$ cat config.mk
export PLATFORM = sky130hd
export DESIGN_NAME = svc_rv_perf_cnt
export DESIGN_NICKNAME = d
export VERILOG_FILES = /design/src/rtl/svc_rv_csr_pkg.sv /design/src/rtl/svc_rv_perf_ctr64.sv /design/src/rtl/svc_rv_perf_cnt.sv
export SDC_FILE = /design/constraint.sdc
export NUM_CORES = 1
export LEC_CHECK = 0
export BUFFER_PORTS_ARGS = -buffer_cell sky130_fd_sc_hd__buf_2
export CAP_MARGIN = 5
export CORE_ASPECT_RATIO = 1.25
export CORE_MARGIN = 10
export CORE_UTILIZATION = 50
export DETAILED_ROUTE_END_ITERATION = 7
export HOLD_SLACK_MARGIN = 0.05
export PLACE_DENSITY = 0.72
export SLEW_MARGIN = 20
export SYNTH_ARGS = -nofsm -noshare
export SYNTH_HDL_FRONTEND = slang
export SYNTH_SLANG_ARGS = --single-unit
$ cat constraint.sdc
create_clock -name clk -period 4.7 [get_ports clk]
set_input_delay 0.705 -clock clk [delete_from_list [all_inputs] [get_ports clk]]
set_output_delay 0.705 -clock clk [all_outputs]
set_load 0.01 [all_outputs]
$ cat src/rtl/svc_rv_csr_pkg.sv
// Shared CSR definitions for the RV SoC: counter CSR addresses, perf-counter
// state encoding and the address decode used by the performance counter.
package svc_rv_csr_pkg;

    localparam logic [11:0] CSR_CYCLE     = 12'hC00;
    localparam logic [11:0] CSR_CYCLEH    = 12'hC80;
    localparam logic [11:0] CSR_INSTRET   = 12'hC02;
    localparam logic [11:0] CSR_INSTRETH  = 12'hC82;
    localparam logic [11:0] CSR_MCYCLE    = 12'hB00;
    localparam logic [11:0] CSR_MCYCLEH   = 12'hB80;
    localparam logic [11:0] CSR_MINSTRET  = 12'hB02;
    localparam logic [11:0] CSR_MINSTRETH = 12'hB82;

    typedef enum logic {
        PERF_RUN  = 1'b0,
        PERF_HALT = 1'b1
    } perf_state_t;

    typedef enum logic [2:0] {
        SEL_NONE   = 3'd0,
        SEL_CYC_LO = 3'd1,
        SEL_CYC_HI = 3'd2,
        SEL_INS_LO = 3'd3,
        SEL_INS_HI = 3'd4
    } csr_sel_t;

    // User-level and machine-level aliases map onto the same counter halves.
    function automatic csr_sel_t csr_decode(input logic [11:0] addr);
        csr_sel_t sel;
        sel = SEL_NONE;
        case (addr)
            CSR_CYCLE,    CSR_MCYCLE:    sel = SEL_CYC_LO;
            CSR_CYCLEH,   CSR_MCYCLEH:   sel = SEL_CYC_HI;
            CSR_INSTRET,  CSR_MINSTRET:  sel = SEL_INS_LO;
            CSR_INSTRETH, CSR_MINSTRETH: sel = SEL_INS_HI;
            default:                     sel = SEL_NONE;
        endcase
        return sel;
    endfunction

endpackage

$ cat src/rtl/svc_rv_perf_ctr64.sv
// 64-bit event counter with a high-half shadow so that a low read followed by
// a high read returns a coherent 64-bit value even across a carry.
module svc_rv_perf_ctr64 (
    input  logic        clk,
    input  logic        rst_n,
    input  logic        clr,
    input  logic        inc,
    input  logic        snap_ld,
    input  logic        hi_rd,
    output logic [31:0] lo_rdata,
    output logic [31:0] hi_rdata
);

    logic [63:0] cnt_q,    cnt_d;
    logic [31:0] shadow_q, shadow_d;
    logic        snap_v_q, snap_v_d;

    // Clear outranks increment and snapshot load; a high read consumes the shadow.
    always_comb begin
        cnt_d    = cnt_q;
        shadow_d = shadow_q;
        snap_v_d = snap_v_q;
        if (clr) begin
            cnt_d    = 64'd0;
            shadow_d = 32'd0;
            snap_v_d = 1'b0;
        end else begin
            if (inc) begin
                cnt_d = cnt_q + 64'd1;
            end
            if (snap_ld) begin
                shadow_d = cnt_q[63:32];
                snap_v_d = 1'b1;
            end else if (hi_rd) begin
                snap_v_d = 1'b0;
            end
        end
    end

    always_ff @(posedge clk or negedge rst_n) begin
        if (!rst_n) begin
            cnt_q    <= 64'd0;
            shadow_q <= 32'd0;
            snap_v_q <= 1'b0;
        end else begin
            cnt_q    <= cnt_d;
            shadow_q <= shadow_d;
            snap_v_q <= snap_v_d;
        end
    end

    assign lo_rdata = cnt_q[31:0];
    assign hi_rdata = snap_v_q ? shadow_q : cnt_q[63:32];

endmodule

$ cat src/rtl/svc_rv_perf_cnt.sv
// Cycle / retired-instruction performance counter serving the cycle and
// instret CSRs; counting freezes on ebreak until clr or reset.
module svc_rv_perf_cnt
    import svc_rv_csr_pkg::*;
#(
    parameter int CSR_LAT = 1
) (
    input  logic        clk,
    input  logic        rst_n,
    input  logic        retire,
    input  logic        ebreak,
    input  logic        clr,
    input  logic        csr_en,
    input  logic [11:0] csr_addr,
    output logic [31:0] csr_rdata,
    output logic        csr_hit,
    output logic        halted
);

    perf_state_t state_q, state_d;
    csr_sel_t    sel;
    logic        run;
    logic [31:0] cyc_lo, cyc_hi, ins_lo, ins_hi;
    logic [31:0] rdata_q, rdata_d;
    logic        hit_q, hit_d;

    assign sel = csr_decode(csr_addr);
    assign run = (state_q == PERF_RUN);

    always_comb begin
        state_d = state_q;
        if (clr) begin
            state_d = PERF_RUN;
        end else if (run && ebreak) begin
            state_d = PERF_HALT;
        end
    end

    svc_rv_perf_ctr64 u_cyc (
        .clk      (clk),
        .rst_n    (rst_n),
        .clr      (clr),
        .inc      (run),
        .snap_ld  (csr_en && (sel == SEL_CYC_LO)),
        .hi_rd    (csr_en && (sel == SEL_CYC_HI)),
        .lo_rdata (cyc_lo),
        .hi_rdata (cyc_hi)
    );

    svc_rv_perf_ctr64 u_ins (
        .clk      (clk),
        .rst_n    (rst_n),
        .clr      (clr),
        .inc      (run && retire),
        .snap_ld  (csr_en && (sel == SEL_INS_LO)),
        .hi_rd    (csr_en && (sel == SEL_INS_HI)),
        .lo_rdata (ins_lo),
        .hi_rdata (ins_hi)
    );

    // Read data is taken from pre-edge counter values, so a read alongside clr sees pre-clear state.
    always_comb begin
        rdata_d = 32'd0;
        hit_d   = 1'b0;
        if (csr_en) begin
            hit_d = (sel != SEL_NONE);
            case (sel)
                SEL_CYC_LO: rdata_d = cyc_lo;
                SEL_CYC_HI: rdata_d = cyc_hi;
                SEL_INS_LO: rdata_d = ins_lo;
                SEL_INS_HI: rdata_d = ins_hi;
                default:    rdata_d = 32'd0;
            endcase
        end
    end

    always_ff @(posedge clk or negedge rst_n) begin
        if (!rst_n) begin
            state_q <= PERF_RUN;
            rdata_q <= 32'd0;
            hit_q   <= 1'b0;
        end else begin
            state_q <= state_d;
            rdata_q <= rdata_d;
            hit_q   <= hit_d;
        end
    end

    assign csr_rdata = rdata_q;
    assign csr_hit   = hit_q;
    assign halted    = (state_q == PERF_HALT);

endmodule

# Word-level counts from Yosys, hierarchy flattened
# Index checks and enable logic that the tools add are counted.
# classes
n_bitwise,1
add_sub_neg,2
div,0
muxes,22
multipliers,0
shift,0
n_reduce_logical,17
magnitude_cmp,0
n_eq_ne,13
# op_table
cell,count
two-way mux 64 bit,4
two-way mux 32 bit,7
adder 64 x 1 -> 64 bit (second input constant),2
one-hot mux 32 bit (4 select lines),1
equality test 12 bit (second input constant),8
one-hot mux 3 bit (4 select lines),1
two-way mux 1 bit,9
nonzero test 3 bit,3
nonzero test 2 bit,4
OR reduction 2 bit,4
equality test 3 x 2 -> 1 bit (second input constant),2
logical AND 1 bit,6
equality test 3 x 1 -> 1 bit (second input constant),1
equality test 3 bit (second input constant),1
!= test 2 bit (second input constant),1
NOT 1 bit,1
# totals
latchBits,0
mem_bits_rw,0
reg_bits,228
out_inout_bits,34
memories,0
word_cells,64
input_bits,18
rom_bits,0

# Logic depth before layout (Yosys ltp)
# depth
ltp_word,8
depth_mapped,8
ltp_nobuf,6

# Cells and area by module
# From an unflattened synthesis, not the netlist that was laid out.
# hier_totals
hier_cells,1276
area_unflattened_um2,13364.1
# modules_own_cells
module,cells_each,instances,seq_area_each_um2,area_each_um2
svc_rv_perf_ctr64,576,2,2427.3,5629.1
svc_rv_perf_cnt,124,1,850.8,2105.8

# Least setup slack after synthesis
# Ideal clock, no wire load.
# synth_timing
kind,input -> register
from,in csr_addr[0]
to,reg u_ins.shadow_q[10]
path_stages,6
setup_slack_ns,2.462
n_path_buf,2
setup_ns,0.121
arrival_time_ns,2.117
t_required_ns,4.579
path_cell_list,nor4b_1 -> o211a_1 -> buf_2 -> a31oi_1 -> clkbuf_1 -> a22o_1
# synth_via
elab_chain_cells,6
word_cells_on_any_way,16
classes_between,9 x eq/ne; 1 x mux; 6 x reduce/logical
# synth_lines
element,line,rtl
start: declaration,svc_rv_perf_cnt.sv:14,"input logic [11:0] csr_addr,"
equality test 12 bit,svc_rv_csr_pkg.sv:31,case (addr)
OR reduction 2 bit,svc_rv_csr_pkg.sv:31,
one-hot mux 3 bit (4 select lines) *,svc_rv_csr_pkg.sv:31,
equality test 3 x 2 -> 1 bit *,svc_rv_perf_cnt.sv:55,".snap_ld (csr_en && (sel == SEL_INS_LO)),"
logical AND 1 bit *,svc_rv_perf_cnt.sv:55,
nonzero test 2 bit (no source line) *,-,
end signal: assignment,svc_rv_perf_ctr64.sv:47,shadow_q <= shadow_d;
end: declaration,svc_rv_perf_ctr64.sv:15,"logic [31:0] shadow_q, shadow_d;"
# Mark *: on every way between the ends. The rest lies on a longest branch, timed or not.
# A chain may end at the register's enable or synchronous reset.

# Worst setup path after layout
# layout_timing
from,reg state_q (netlist: halted)
to,reg u_ins.cnt_q[55]
# layout_via
elab_chain_cells,3
# layout_lines
element,line,rtl
start: declaration,svc_rv_perf_cnt.sv:20,"perf_state_t state_q, state_d;"
start signal: assignment,svc_rv_perf_cnt.sv:83,state_q <= state_d;
NOT 1 bit,svc_rv_perf_cnt.sv:28,assign run = (state_q == PERF_RUN);
logical AND 1 bit,svc_rv_perf_cnt.sv:54,".inc (run && retire),"
nonzero test 2 bit (no source line),-,
end signal: assignment,svc_rv_perf_ctr64.sv:46,cnt_q <= cnt_d;
end: declaration,svc_rv_perf_ctr64.sv:14,"logic [63:0] cnt_q, cnt_d;"
# Every way passes these cells.

==> results.txt <==
The placed instances occupy a cell area of 12300 um2. The detailed-route wire length came out at 31400 um. When the netlist entered floorplanning its net count stood at 1202. The ratio of cells with drive above 1 in the final layout is 14.1%.

The setup clock skew after layout came out at 12.5 ps. The async set or reset register ratio after synthesis is 100%. The gate count after technology mapping came out at roughly 1200.

In the synthesized netlist the dominant register cell turns out to be dfrtp_1. Summing internal, switching and leakage power gives 4.30 mW. After clock tree synthesis, the clock-pin slew on the worst setup and hold paths is 60 ps. In the global route stage, overall resource usage came out at 20.7%.

Dividing the detail-routed wire length by the instance count gives 20.9 um. In this run, distinct cell masters in the synthesized netlist total 58. dfrtp_1 is the most common cell in the netlist. The maximum achievable frequency is roughly 320 MHz. The worst vdd rail ir drop is approximately 0.2 mV. Sorting the synthesized cells by how often they occur yields dfrtp_1 (228), nor2_1 (120), nand2_1 (101). The largest fanout of any net on the critical path is 25. The TritonCTS clock tree is done. The remaining max-slew budget at the tightest pin is around 28%. The estimated wirelength of the detail-placed design came out at about 21000 um. The sum of buffers and inverters on the critical path came out at 0. The critical path in this run is classified as reg2reg. The average cell area after synthesis came out at 10.0 um2. The min-delay analysis places its worst path in the category in2async. The number of maximum-capacitance constraint violations came out at 0. In this run the clock root is driven by a clkbuf_16. The first TritonRoute pass finished after 6 iterations.

The detail route stage leaves a number of antenna-violating nets equal to 0. On the final layout, the worst hold slack is 284 ps. The total negative slack for setup checks came out at 0 ps. Buffers inserted to repair hold after CTS numbered 0. The core region area is between 20000 and 25000 um2.

The leading area contributor after synthesis is dfrtp_1. The maximum number of pins on one net before global-route repair came out at 129. The delay of the slowest cell on the worst path came out at 860 ps. The vertical extent of the die is around 190 um. The setup violation total in the final timing report is 0. After synthesis, the largest area contributor takes up 48.1% of total cell area.

The first-pass GRT wire length came out at roughly 51000 um. The total of cells resized after clock tree synthesis is 0. Measured along the x axis, the die boundary spans 158 um.

In this run, placement finished with an instance count of approximately 1500. The post-route fraction of the period consumed by the critical path came out at around two thirds. Once the clock tree was built, the setup fixing pass inserted 0 buffers. Traced cell by cell, the critical path runs through nand4b_1, nor2_2, nand4_1, or4_1, a21oi_1. The minimum period implied by the final worst setup slack is 3110 ps. The detailed-route DRC error count is 0. The starting DRC count in detailed routing came out at 630. The data arrival time of the critical path is ~3600 ps. The flow ran to the end, and the final reports show no timing, DRC or antenna violations.

In the routed layout, each cell is associated on average with a via count of between 6 and 7. The portion of the post-synthesis area used by sequential elements came out at 48.1%. The initial antenna violation count is 0. The worst register-to-register path has a setup slack of 1590 ps. STA classifies the critical path startpoint as a flip-flop. The number of max-slew violations in the final report came out at 0. The number of buffers added by the clock tree synthesis step is 24.

For the worst setup path, the data required time is just over 5000 ps. The maximum buffer depth of the clock tree came out at 3. The port buffer count came out at 51. At the pin with the least slew margin, the transition time is 1070 ps. CTS saw 228 sinks. The number of warnings reported in the yosys synthesis log is 0. After floorplanning, the core was divided into slightly above 60 placement rows.

The final-report hold violation count came out at 0. The number of antenna repair diodes came out at 0. The clock latency reported for the late side of the worst-skew pair is around 530 ps. The number of synthesized flops with an enable pin came out at 0. The H-tree depth is 1.

The cell area that synthesis handed to floorplanning was 11900 um2. The final layout contains 1216 nets. The I/O pin total is 52. For this design, the slowest cell found on the critical path is nand4_1. STA classifies the critical path endpoint as a flip-flop. The sum of overflow across all layers after global routing is 0. The total die area is 30300 um2.

Setup repair after global routing left no endpoint under its margin. The number of global-route vias before repair is 9302. The weighted congestion at the end of routability-driven global placement is 0.862. The analysis attributes to cell leakage a power of 5.54 nW. The initial standard-cell utilization of the core came out at 51.1%. For this block, the via count after detailed routing is 9563. Counting flops and latches in the post-synthesis netlist gives 228. After synthesis, the cell types taking the most area are dfrtp_1 (48%), a22o_1 (4.7%), mux2i_1 (4.7%), nor2_1 (3.8%), nand2_1 (3.2%).

For this design the ratio of total power to cell area is about 330 nW/um2. From synthesis to final layout, the design area changed by 11.3%. Among cell families on the critical path, the largest total delay comes from simple AND/OR/NAND/NOR gates. After routing the design area is approximately 13000 um2. The non-filler instance count after layout came out at 1502.
sequential cells by signal, summed over array words and instances, names as in the netlist:
signal,count
u_cyc.shadow_q,32
halted,1
u_ins.snap_v_q,1
csr_rdata,32
u_ins.cnt_q,64
csr_hit,1
u_cyc.cnt_q,64
u_ins.shadow_q,32
u_cyc.snap_v_q,1
worst register-to-register path: cells and delay by family, from the launching register on:
family             cells  cell delay, ps
AOI/OAI and AO/OA      1             160
and+or+nand+nor        4            2380
DFF                    1             500
metrics by stage:
| step | setup slack (ps) | util (%) |
|---|---|---|
| finish | 1590 | 56.9 |
| global route | 1290 | 56.9 |
| CTS | 1620 | 56.9 |
| detailed placement | 1480 | 53.0 |
| global placement | 1500 | 53.0 |
| floorplan | 2460 | - |
report_power, final:
group | switching, mW | total (mW) | internal, mW
Sequential | 0.00775 | 1.97 | 1.97
Clock | 0.819 | 2.18 | 1.36
Combinational | 0.115 | 0.147 | 0.0320
metal layers:
layer / vias up / global-route usage (%) / routed length [um]
met5: - / 0 / 0
met4: 0 / 6.34 / 728
met2: 282 / 34.7 / 15700
li1: 4404 / - / -
met1: 4826 / 27.5 / 13300
met3: 51 / 2.22 / 1620
worst paths after layout:
path | cells after the start | end | startpoint
worst max-delay path | 5 | u_ins.cnt_q[55] | halted
worst min-delay path | 1 | u_cyc.shadow_q[10] | rst_n
worst max register to register | 5 | u_ins.cnt_q[55] | halted
worst min register to register | 1 | u_cyc.shadow_q[26] | u_cyc.shadow_q[26]
max in group asynchronous | 2 | u_ins.cnt_q[17] | rst_n
min in group clk | 3 | halted | ebreak
cells in the final DEF, fill, tap and decap left out, types with 3 or more instances in the layout:
cell,synthesis,final
nor3_1,9,9
buf_4,0,14
or3_1,35,35
buf_2,18,49
mux2i_1,56,56
nor4_1,13,13
nor4_4,6,6
and4_1,9,9
bufinv_16,0,6
mux2_2,29,29
xor2_1,40,40
nand3_1,49,49
nor2_1,120,118
clkbuf_1,52,3
or4_1,21,21
clkbuf_8,0,4
nand2_1,101,101
xnor2_1,25,25
and2_1,6,6
nor2_2,2,4
clkinv_2,0,5
nand4_1,53,53
a21oi_1,59,59
o21ai_0,40,40
nand4_4,4,4
dfrtp_1,228,226
nor4b_1,3,3
a22o_1,64,64
o31ai_1,20,20
inv_1,16,15
nor2b_1,4,4
or2_2,3,3
and3_1,13,13
o211ai_1,9,9
a32oi_1,30,30
clkbuf_16,0,25
nand4b_1,4,4
kinds of logic (layout without fill, tap and decap cells):
kind of cell	count (synthesis)	in the layout	share of synthesized area [%]
buf+inv	92	124	3.11
simple gates	474	474	22.3
flops	228	228	48.1
xor+xnor	65	65	4.80
compound gates	236	236	14.0
fa+ha+maj	2	2	0.211
mux	85	85	7.48
final cells by class:
class,instances,area [um2]
sequential,228,5710
clock buffer,32,692
multi-input combinational,862,5800
clock inverter,12,214
inverter,16,60.1
tap,288,360
fill,2014,9990
timing repair buffer,64,365
(Power assumes the default switching activity.)
